==> src/rtl/snake_tick_ctrl.sv <==
// ============================================================================
// Module   : snake_tick_ctrl
// Purpose  : Game-speed scheduler for the snake core. Derives a 1 ms timebase
//            from sys_clk, issues one-cycle move_tick pulses at a
//            level-dependent period, sequences IDLE/RUN/PAUSE/OVER and raises
//            the level as food is eaten.
// Ports    : sys_clk     in   1  system clock
//            sys_rst_n   in   1  asynchronous active-low reset
//            start       in   1  pulse: new game (from IDLE or OVER)
//            pause       in   1  pulse: toggle RUN <-> PAUSE
//            game_over   in   1  pulse from collision logic
//            food_eaten  in   1  pulse from food logic
//            boost       in   1  level: speed-up request (boost build only)
//            move_tick   out  1  pulse: advance snake one cell
//            state       out  2  00 IDLE, 01 RUN, 10 PAUSE, 11 OVER
//            level       out  4  current level, 0..LEVEL_MAX
//            period_ms   out 10  period currently being timed, in ms
// Config   : SNAKE_TICK_BOOST_EN - when defined, boost=1 in RUN advances the
//            ms counter by 2 per ms tick. When undefined, boost is ignored.
// Revision : 1.0 - initial release
// ============================================================================
`default_nettype none

module snake_tick_ctrl #(
  parameter int CLK_PER_MS     = 50_000,
  parameter int BASE_MS        = 500,
  parameter int STEP_MS        = 40,
  parameter int MIN_MS         = 100,
  parameter int LEVEL_MAX      = 9,
  parameter int FOOD_PER_LEVEL = 5
) (
  input  logic       sys_clk,
  input  logic       sys_rst_n,
  input  logic       start,
  input  logic       pause,
  input  logic       game_over,
  input  logic       food_eaten,
  input  logic       boost,
  output logic       move_tick,
  output logic [1:0] state,
  output logic [3:0] level,
  output logic [9:0] period_ms
);

  localparam int PW = (CLK_PER_MS > 1) ? $clog2(CLK_PER_MS) : 1;
  localparam int FW = (FOOD_PER_LEVEL > 1) ? $clog2(FOOD_PER_LEVEL) : 1;

  typedef enum logic [1:0] {
    ST_IDLE  = 2'b00,
    ST_RUN   = 2'b01,
    ST_PAUSE = 2'b10,
    ST_OVER  = 2'b11
  } state_e;

  state_e          state_q,  state_d;
  logic [PW-1:0]   presc_q,  presc_d;
  logic [9:0]      ms_q,     ms_d;
  logic [3:0]      level_q,  level_d;
  logic [FW-1:0]   food_q,   food_d;
  logic [9:0]      period_q, period_d;
  logic            tick_q,   tick_d;

  logic            ms_tick;
  logic            ms_last;
  logic            boost_act;
  logic [10:0]     span_end;

  // Period for a given level, evaluated signed so a large level*STEP never
  // wraps around before the floor clamp is applied.
  function automatic logic [9:0] target_for(input logic [3:0] lvl);
    logic signed [10:0] t;
    t = $signed(11'(BASE_MS)) - ($signed({7'd0, lvl}) * $signed(11'(STEP_MS)));
    if (t < $signed(11'(MIN_MS))) begin
      return 10'(MIN_MS);
    end
    return t[9:0];
  endfunction

`ifdef SNAKE_TICK_BOOST_EN
  assign boost_act = boost;
`else
  logic unused_boost;
  assign unused_boost = boost;
  assign boost_act    = 1'b0;
`endif

  assign ms_tick  = (state_q == ST_RUN) && (presc_q == PW'(CLK_PER_MS - 1));

  // One ms tick covers ms_q (and ms_q+1 when boosted); the period ends once
  // that span reaches period-1, so an odd period is never counted past.
  assign span_end = {1'b0, ms_q} + (boost_act ? 11'd1 : 11'd0);
  assign ms_last  = ms_tick && (span_end >= ({1'b0, period_q} - 11'd1));

  always_comb begin
    state_d  = state_q;
    presc_d  = presc_q;
    ms_d     = ms_q;
    level_d  = level_q;
    food_d   = food_q;
    period_d = period_q;
    tick_d   = 1'b0;

    case (state_q)
      ST_IDLE, ST_OVER: begin
        if (start) begin
          state_d  = ST_RUN;
          presc_d  = '0;
          ms_d     = '0;
          level_d  = '0;
          food_d   = '0;
          period_d = target_for(4'd0);
        end
      end

      ST_RUN: begin
        presc_d = ms_tick ? '0 : presc_q + PW'(1);
        if (ms_tick) begin
          ms_d = ms_last ? 10'd0 : ms_q + (boost_act ? 10'd2 : 10'd1);
        end
        // New period is only picked up at a period boundary, never mid-flight.
        if (ms_last && !game_over) begin
          tick_d   = 1'b1;
          period_d = target_for(level_q);
        end
        if (food_eaten && !game_over) begin
          if (food_q == FW'(FOOD_PER_LEVEL - 1)) begin
            food_d = '0;
            if (level_q != 4'(LEVEL_MAX)) begin
              level_d = level_q + 4'd1;
            end
          end else begin
            food_d = food_q + FW'(1);
          end
        end
        if (game_over) begin
          state_d = ST_OVER;
        end else if (pause) begin
          state_d = ST_PAUSE;
        end
      end

      ST_PAUSE: begin
        if (game_over) begin
          state_d = ST_OVER;
        end else if (pause) begin
          state_d = ST_RUN;
        end
      end

      default: state_d = ST_IDLE;
    endcase
  end

  always_ff @(posedge sys_clk or negedge sys_rst_n) begin
    if (!sys_rst_n) begin
      state_q  <= ST_IDLE;
      presc_q  <= '0;
      ms_q     <= '0;
      level_q  <= '0;
      food_q   <= '0;
      period_q <= 10'(BASE_MS);
      tick_q   <= 1'b0;
    end else begin
      state_q  <= state_d;
      presc_q  <= presc_d;
      ms_q     <= ms_d;
      level_q  <= level_d;
      food_q   <= food_d;
      period_q <= period_d;
      tick_q   <= tick_d;
    end
  end

  assign move_tick = tick_q;
  assign state     = state_q;
  assign level     = level_q;
  assign period_ms = period_q;

endmodule

`default_nettype wire

==> config.mk <==
export PLATFORM = sky130hd
export DESIGN_NAME = snake_tick_ctrl
export DESIGN_NICKNAME = d
export VERILOG_FILES = /design/src/rtl/snake_tick_ctrl.sv
export SDC_FILE = /design/constraint.sdc
export NUM_CORES = 1
export LEC_CHECK = 0
export ABC_CLOCK_PERIOD_IN_PS = 2900
export BUFFER_PORTS_ARGS = -buffer_cell sky130_fd_sc_hd__buf_4
export CORE_MARGIN = 2
export CORE_UTILIZATION = 60
export CTS_CLUSTER_DIAMETER = 50
export DETAILED_ROUTE_END_ITERATION = 10
export PLACE_DENSITY = 0.86
export SLEW_MARGIN = 20
export SYNTH_ARGS = -nofsm -noshare
export SYNTH_HDL_FRONTEND = slang
export SYNTH_SLANG_ARGS = --single-unit
==> constraint.sdc <==
create_clock -name sys_clk -period 2.9 [get_ports sys_clk]
set_input_delay 0.58 -clock sys_clk [delete_from_list [all_inputs] [get_ports sys_clk]]
set_output_delay 0.58 -clock sys_clk [all_outputs]
set_load 0.005 [all_outputs]
# Word-level counts from Yosys, hierarchy flattened
# Index checks and enable logic that the tools add are counted.
totals:
  regBits: 46
  in_bits: 7
  out_inout_bits: 17
  wordCells: 76
classes:
  addsub: 6
  mul: 1
  n_lt_le_gt_ge: 2
  n_eq_ne: 14
  mux: 32
  reduce_logical: 14
ops:
  columns: ["operator", "n"]
  rows:
  - ["$mux 10", 7]
  - ["$pmux 10 s2", 2]
  - ["$mux 16", 2]
  - ["$pmux 16 s2", 1]
  - ["$add 16x1->16 const B", 1]
  - ["$eq 16x16->1 const B", 1]
  - ["$mux 4", 4]
  - ["$reduce_and 3->1", 4]
  - ["$ge 10x11->1", 1]
  - ["$lt 11x8->1 const B", 1]
  - ["$sub 10x1->11 const B", 1]
  - ["$sub 9x10->11 const A", 1]
  - ["$add 10x1->10 const B", 1]
  - ["$mux 2", 5]
  - ["$mux 3", 3]
  - ["$ne 2x1->1 const B", 4]
  - ["$pmux 4 s2", 1]
  - ["$mul 4x3->7 const B", 1]
  - ["$ne 3x3->1 const B", 2]
  - ["$pmux 2 s3", 1]
  - ["$pmux 3 s2", 1]
  - ["$mux 1", 5]
  - ["$reduce_and 5->1", 1]
  - ["$add 4x1->4 const B", 1]
  - ["12 further kinds", 17]

# Logic depth before layout (Yosys ltp)
logic_depth:
  depth_word: 9
  depth_mapped: 8
  depth_no_buf: 8

# Least setup slack after synthesis
# Ideal clock, no wire load.
synth_timing:
  path_kind: "flip-flop to flip-flop"
  startpoint: "register level_q[1], in the netlist level[1]"
  endpoint: "register period_q[3], in the netlist period_ms[3]"
  setup_ns: 0.124
  t_arrival_ns: 2.236
  required_ns: 2.776
  slack_ns: 0.540
  path_stages_with_launch: 9
  n_path_buf: 0
  period_less_slack_ns: 2.360
  path_cell_list: "dfrtp_1 > ha_1 > ha_1 > fa_1 > nor2b_1 > nand4_1 > and3_1 > and3b_2 > o2bb2ai_2"
synth_via:
  elab_chain_cells: 9
synth_lines:
  columns: ["element", "line_no", "rtl"]
  rows:
  - ["from (decl)", "58", "logic [3:0] level_q, level_d;"]
  - ["from (signal assigned)", "167", "level_q <= level_d;"]
  - ["$mul 4x3->7", "72", "t = $signed(11'(BASE_MS)) - ($signed({7'd0, lvl}) * $signed(11'(STEP_MS)));"]
  - ["$sub 9x10->11", "72", null]
  - ["$lt 11x8->1", "73", "if (t < $signed(11'(MIN_MS))) begin"]
  - ["$mux 1", "73", null]
  - ["$mux 1", "121", "if (ms_last && !game_over) begin"]
  - ["$mux 1", "103", "case (state_q)"]
  - ["$mux 10", "76", "return t[9:0];"]
  - ["$mux 10", "121", null]
  - ["$pmux 10 s2", "103", null]
  - ["to (signal assigned)", "161", "period_q <= 10'(BASE_MS);"]
  - ["to (signal assigned)", "169", "period_q <= period_d;"]
  - ["to (decl)", "60", "logic [9:0] period_q, period_d;"]
# No other way between the ends. The select of a mux whose other input is x is not followed.
# A chain may end at the register's enable or synchronous reset.

# Worst setup path after layout
layout_timing:
  startpoint: "register level_q[3], in the netlist level[3]"
  endpoint: "register period_q[3], in the netlist period_ms[3]"
# The elaborated chain is that of the path after synthesis.

==> flow_summary.yaml <==
run_status:
  status: "completed"
setup_path:
  timing.critical_path.slowest_stage_cell: "sky130_fd_sc_hd__dfrtp_1"
  cp_data_arrival_time_ps: 2790
  worst-path-max-fanout: 10
  most_frequent_cell_on_the_critical_path: "sky130_fd_sc_hd__ha_1"
  cp_cell_sequence: "ha_1 -> ha_1 -> fa_1 -> xor2_1 -> o2111ai_1 -> and3_1 -> and3b_2 -> o2bb2ai_2"
  cp_data_required_time_ps: 3090
  critPathBufInv: 0
  worstReg2RegEnd: "period_ms[3]$_DFFE_PN0P_"
  cpPeakStageDelay_ps: 540
  critical_path.startpoint_type: "flop"
  worstSetupStartpoint: "level[3]$_DFFE_PN0P_"
  path_delay_family: "adder cells"
  worst-r2r-setup-slack_ps: 300
  critPathKind: "reg -> reg"
  crit_path_end_kind: "flop"
  worstReg2RegStart: "level[3]$_DFFE_PN0P_"
  r2r_cell_count: 8
cts:
  post_cts_sizing_count: 0
  clk_transition_reported_paths_ps: 80
  cts_tree: "built"
  htreeDepth: 2
  clkLatencyLatePin_ps: 300
  root_buffer: "sky130_fd_sc_hd__clkbuf_8"
  hold_buffers: 0
  cts_bufs_inserted: 5
  sinks_on_clock_net: 43
  post-cts-setup-buffers: 0
  clock_tree.buffer_depth: 2
synth:
  syn-mean-instance-area_um2: 9.33
  netlist-cell-type-count: 62
  synth_area_leaders: "sky130_fd_sc_hd__dfrtp_1 34%, sky130_fd_sc_hd__ha_1 8.4%, sky130_fd_sc_hd__dfstp_2 4.6%"
  synth_top_cell_area_share: 0.336
  ys.warnings.count: 0
  cell_type_with_the_largest_total_area_after_synthesis: "sky130_fd_sc_hd__dfrtp_1"
  synth_seq_area_share: 0.383
  syn-instance-count: 303
  synth_seq_cells: 43
  synth_async_sr_flop_share: 1.00
  synth-edff-count: 0
  syn_std_cell_area_um2: 2830
  postSynth.topFlopCell: "sky130_fd_sc_hd__dfrtp_1"
timing:
  fmax_ghz: 0.385
  rsz0062_at_grt: "no"
  final_hold_viol_count: 0
  min_period_ps: 2600
  timing.final.crit_share: 0.895
  fin_tns_setup_ps: 0
  finalSetupViolations: 0
  timing.slew.headroom: 0.330
  finClkSkew_ps: 5.03
  worst_slew_pin_slew_ps: 1000
  timing.final.max_slew_violations: 0
  worst_case_hold_slack_ps: 250
cells_and_area:
  finish.instance_area_um2: 3100
  final_cell_count_no_fill: 378
  final_net_count: 352
  diodes: 0
  synthesis_to_layout_area_growth_pct: 9.56
  drive_above_1_share: 0.169
global_routing:
  first_global_vias: 2243
  grt_usage: 0.252
  grt_pass1_wl_um: 10400
  grt-ovfl-total: 0
  antenna_found_initial: 0
  maximum_number_of_pins_on_one_net_before_global_route_repair: 44
drt:
  length_of_the_first_detailed_routing_pass_in_iterations: 4
  route.antenna.remaining_nets: 0
  wire_per_inst_um: 15.6
  num_vias: 2281
  first_iter_violations: 161
  postRouteWirelength_um: 5880
  drt-vias-per-instance: 6.03
  drc_errors: 0
flow_run:
  maxCapViolCount: 0
die:
  fp-row-count: 24
  initial_core_util: 0.636
  dieWidth_um: 72.6
  boundaryPins: 24
  core_area_um2: 4440
  floorplan_die_height_um: 72.6
  dieArea_um2: 5280
placement:
  place.detailed.instances: 370
  placed_area_um2: 3010
  dp_hpwl_um: 4310
  routabilityCongestion: 0.939
  port_buffers: 19
power_and_ir_drop:
  combPwrFrac: 0.522
  power.switching_w: 0.00107
  ir_drop_uv: 726
  power_report.internal_total_w: 0.00135
  p_clk_frac: 0.156
  design_power_total_w: 0.00242
  power_per_cell_area_nw_per_um2: 783
  power_switching_share: 0.442
  p_seq_frac: 0.322
  leakage_nw: 1.45
min_path:
  min_path_type: "in -> async"
cells by family (layout without fill, tap and decap cells):
| logic type | count (synthesis) | after routing | share of synthesized area |
|---|---|---|---|
| and+or+nand+nor | 121 | 121 | 0.224 |
| AOI/OAI and AO/OA | 60 | 60 | 0.163 |
| DFF | 43 | 43 | 0.383 |
| buffers and inverters | 30 | 52 | 0.0487 |
| xor gates and xnor gates | 24 | 24 | 0.0744 |
| adders and majority gates | 20 | 20 | 0.0912 |
| muxes | 3 | 3 | 0.0124 |
| other | 2 | 3 | 0.00266 |
synthesized netlist by cell type (4+ instances only):
library cell and number:
sky130_fd_sc_hd__or3_1 4, sky130_fd_sc_hd__nand4_1 12, sky130_fd_sc_hd__xor2_1 11, sky130_fd_sc_hd__nand2b_1 4, sky130_fd_sc_hd__buf_4 4, sky130_fd_sc_hd__dfstp_2 5
sky130_fd_sc_hd__o21ai_0 14, sky130_fd_sc_hd__and3_1 5, sky130_fd_sc_hd__xnor2_1 13, sky130_fd_sc_hd__nor2_1 35, sky130_fd_sc_hd__nand3_1 8, sky130_fd_sc_hd__a21oi_1 7
sky130_fd_sc_hd__ha_1 19, sky130_fd_sc_hd__inv_1 20, sky130_fd_sc_hd__dfrtp_1 38, sky130_fd_sc_hd__nand2_1 29, sky130_fd_sc_hd__o22ai_1 4, sky130_fd_sc_hd__nor3_1 9
sky130_fd_sc_hd__a21o_1 4
metal layers:
layer | wire length (um) | track usage | vias to the layer above
li1 | - | - | 1104
met1 | 2620 | 0.337 | 1113
met2 | 2870 | 0.410 | 50
met5 | 0 | 0 | -
met4 | 125 | 0.0926 | 0
met3 | 258 | 0.0483 | 14
state kept, by name, summed over array words and instances (netlist names):
| signal | cells |
|---|---|
| move_tick | 1 |
| food_q | 3 |
| presc_q | 16 |
| level | 4 |
| ms_q | 10 |
| state | 2 |
| period_ms | 7 |
power by group through the flow:
stage	clock network, W	logic, W	registers, W
finish	0.000378	0.00127	0.000780
global placement	0	0.00120	0.000786
CTS	0.000380	0.00126	0.000779
floorplan	0	0.000923	0.000774
detailed placement	0	0.00125	0.000791
global route	0.000408	0.00141	0.000798
layout by cell type, fill, tap and decap left out, types with 2 or more instances in the layout:
cell type | synthesis | final
sky130_fd_sc_hd__a21o_1 | 4 | 4
sky130_fd_sc_hd__a21oi_1 | 7 | 7
sky130_fd_sc_hd__a22o_1 | 3 | 3
sky130_fd_sc_hd__a31oi_1 | 3 | 3
sky130_fd_sc_hd__and2_1 | 2 | 2
sky130_fd_sc_hd__and3_1 | 5 | 5
sky130_fd_sc_hd__and4bb_2 | 2 | 2
sky130_fd_sc_hd__buf_4 | 4 | 24
sky130_fd_sc_hd__clkbuf_8 | 0 | 5
sky130_fd_sc_hd__clkinv_2 | 0 | 3
sky130_fd_sc_hd__conb_1 | 2 | 3
sky130_fd_sc_hd__dfrtp_1 | 38 | 38
sky130_fd_sc_hd__dfstp_2 | 5 | 5
sky130_fd_sc_hd__ha_1 | 19 | 19
sky130_fd_sc_hd__inv_1 | 20 | 20
sky130_fd_sc_hd__nand2_1 | 29 | 29
sky130_fd_sc_hd__nand2b_1 | 4 | 4
sky130_fd_sc_hd__nand3_1 | 8 | 8
sky130_fd_sc_hd__nand4_1 | 12 | 12
sky130_fd_sc_hd__nor2_1 | 35 | 35
sky130_fd_sc_hd__nor2b_1 | 2 | 2
sky130_fd_sc_hd__nor3_1 | 9 | 9
sky130_fd_sc_hd__o2111ai_1 | 2 | 2
sky130_fd_sc_hd__o211ai_1 | 2 | 2
sky130_fd_sc_hd__o21ai_0 | 14 | 14
sky130_fd_sc_hd__o22ai_1 | 4 | 4
sky130_fd_sc_hd__o31ai_1 | 3 | 3
sky130_fd_sc_hd__or3_1 | 4 | 4
sky130_fd_sc_hd__xnor2_1 | 13 | 13
sky130_fd_sc_hd__xor2_1 | 11 | 11
final cells by class:
cell class,instances,area [um^2]
fill,353,1350
timing repair buffer,24,180
tap,52,65.1
multi-input combinational,231,1610
sequential,43,1080
clock buffer,5,68.8
inverter,20,75.1
clock inverter,3,15.0
stage by stage:
stage	setup WS [ps]	utilization
final	304	0.697
after global routing	138	0.697
after CTS	313	0.697
after detailed placement	326	0.678
after global placement	412	0.678
after floorplan	540	-
worst max-delay path by stage:
| stage | to | depth (start not counted) |
|---|---|---|
| detailed placement | period_ms[3]$_DFFE_PN0P_ | 8 |
| floorplan | period_ms[3]$_DFFE_PN0P_ | 8 |
| global route | period_ms[6]$_DFFE_PN1P_ | 8 |
| CTS | period_ms[3]$_DFFE_PN0P_ | 8 |
| finish | period_ms[3]$_DFFE_PN0P_ | 8 |
| global placement | period_ms[3]$_DFFE_PN0P_ | 8 |
Note: power is estimated with default switching activity, not from simulation.
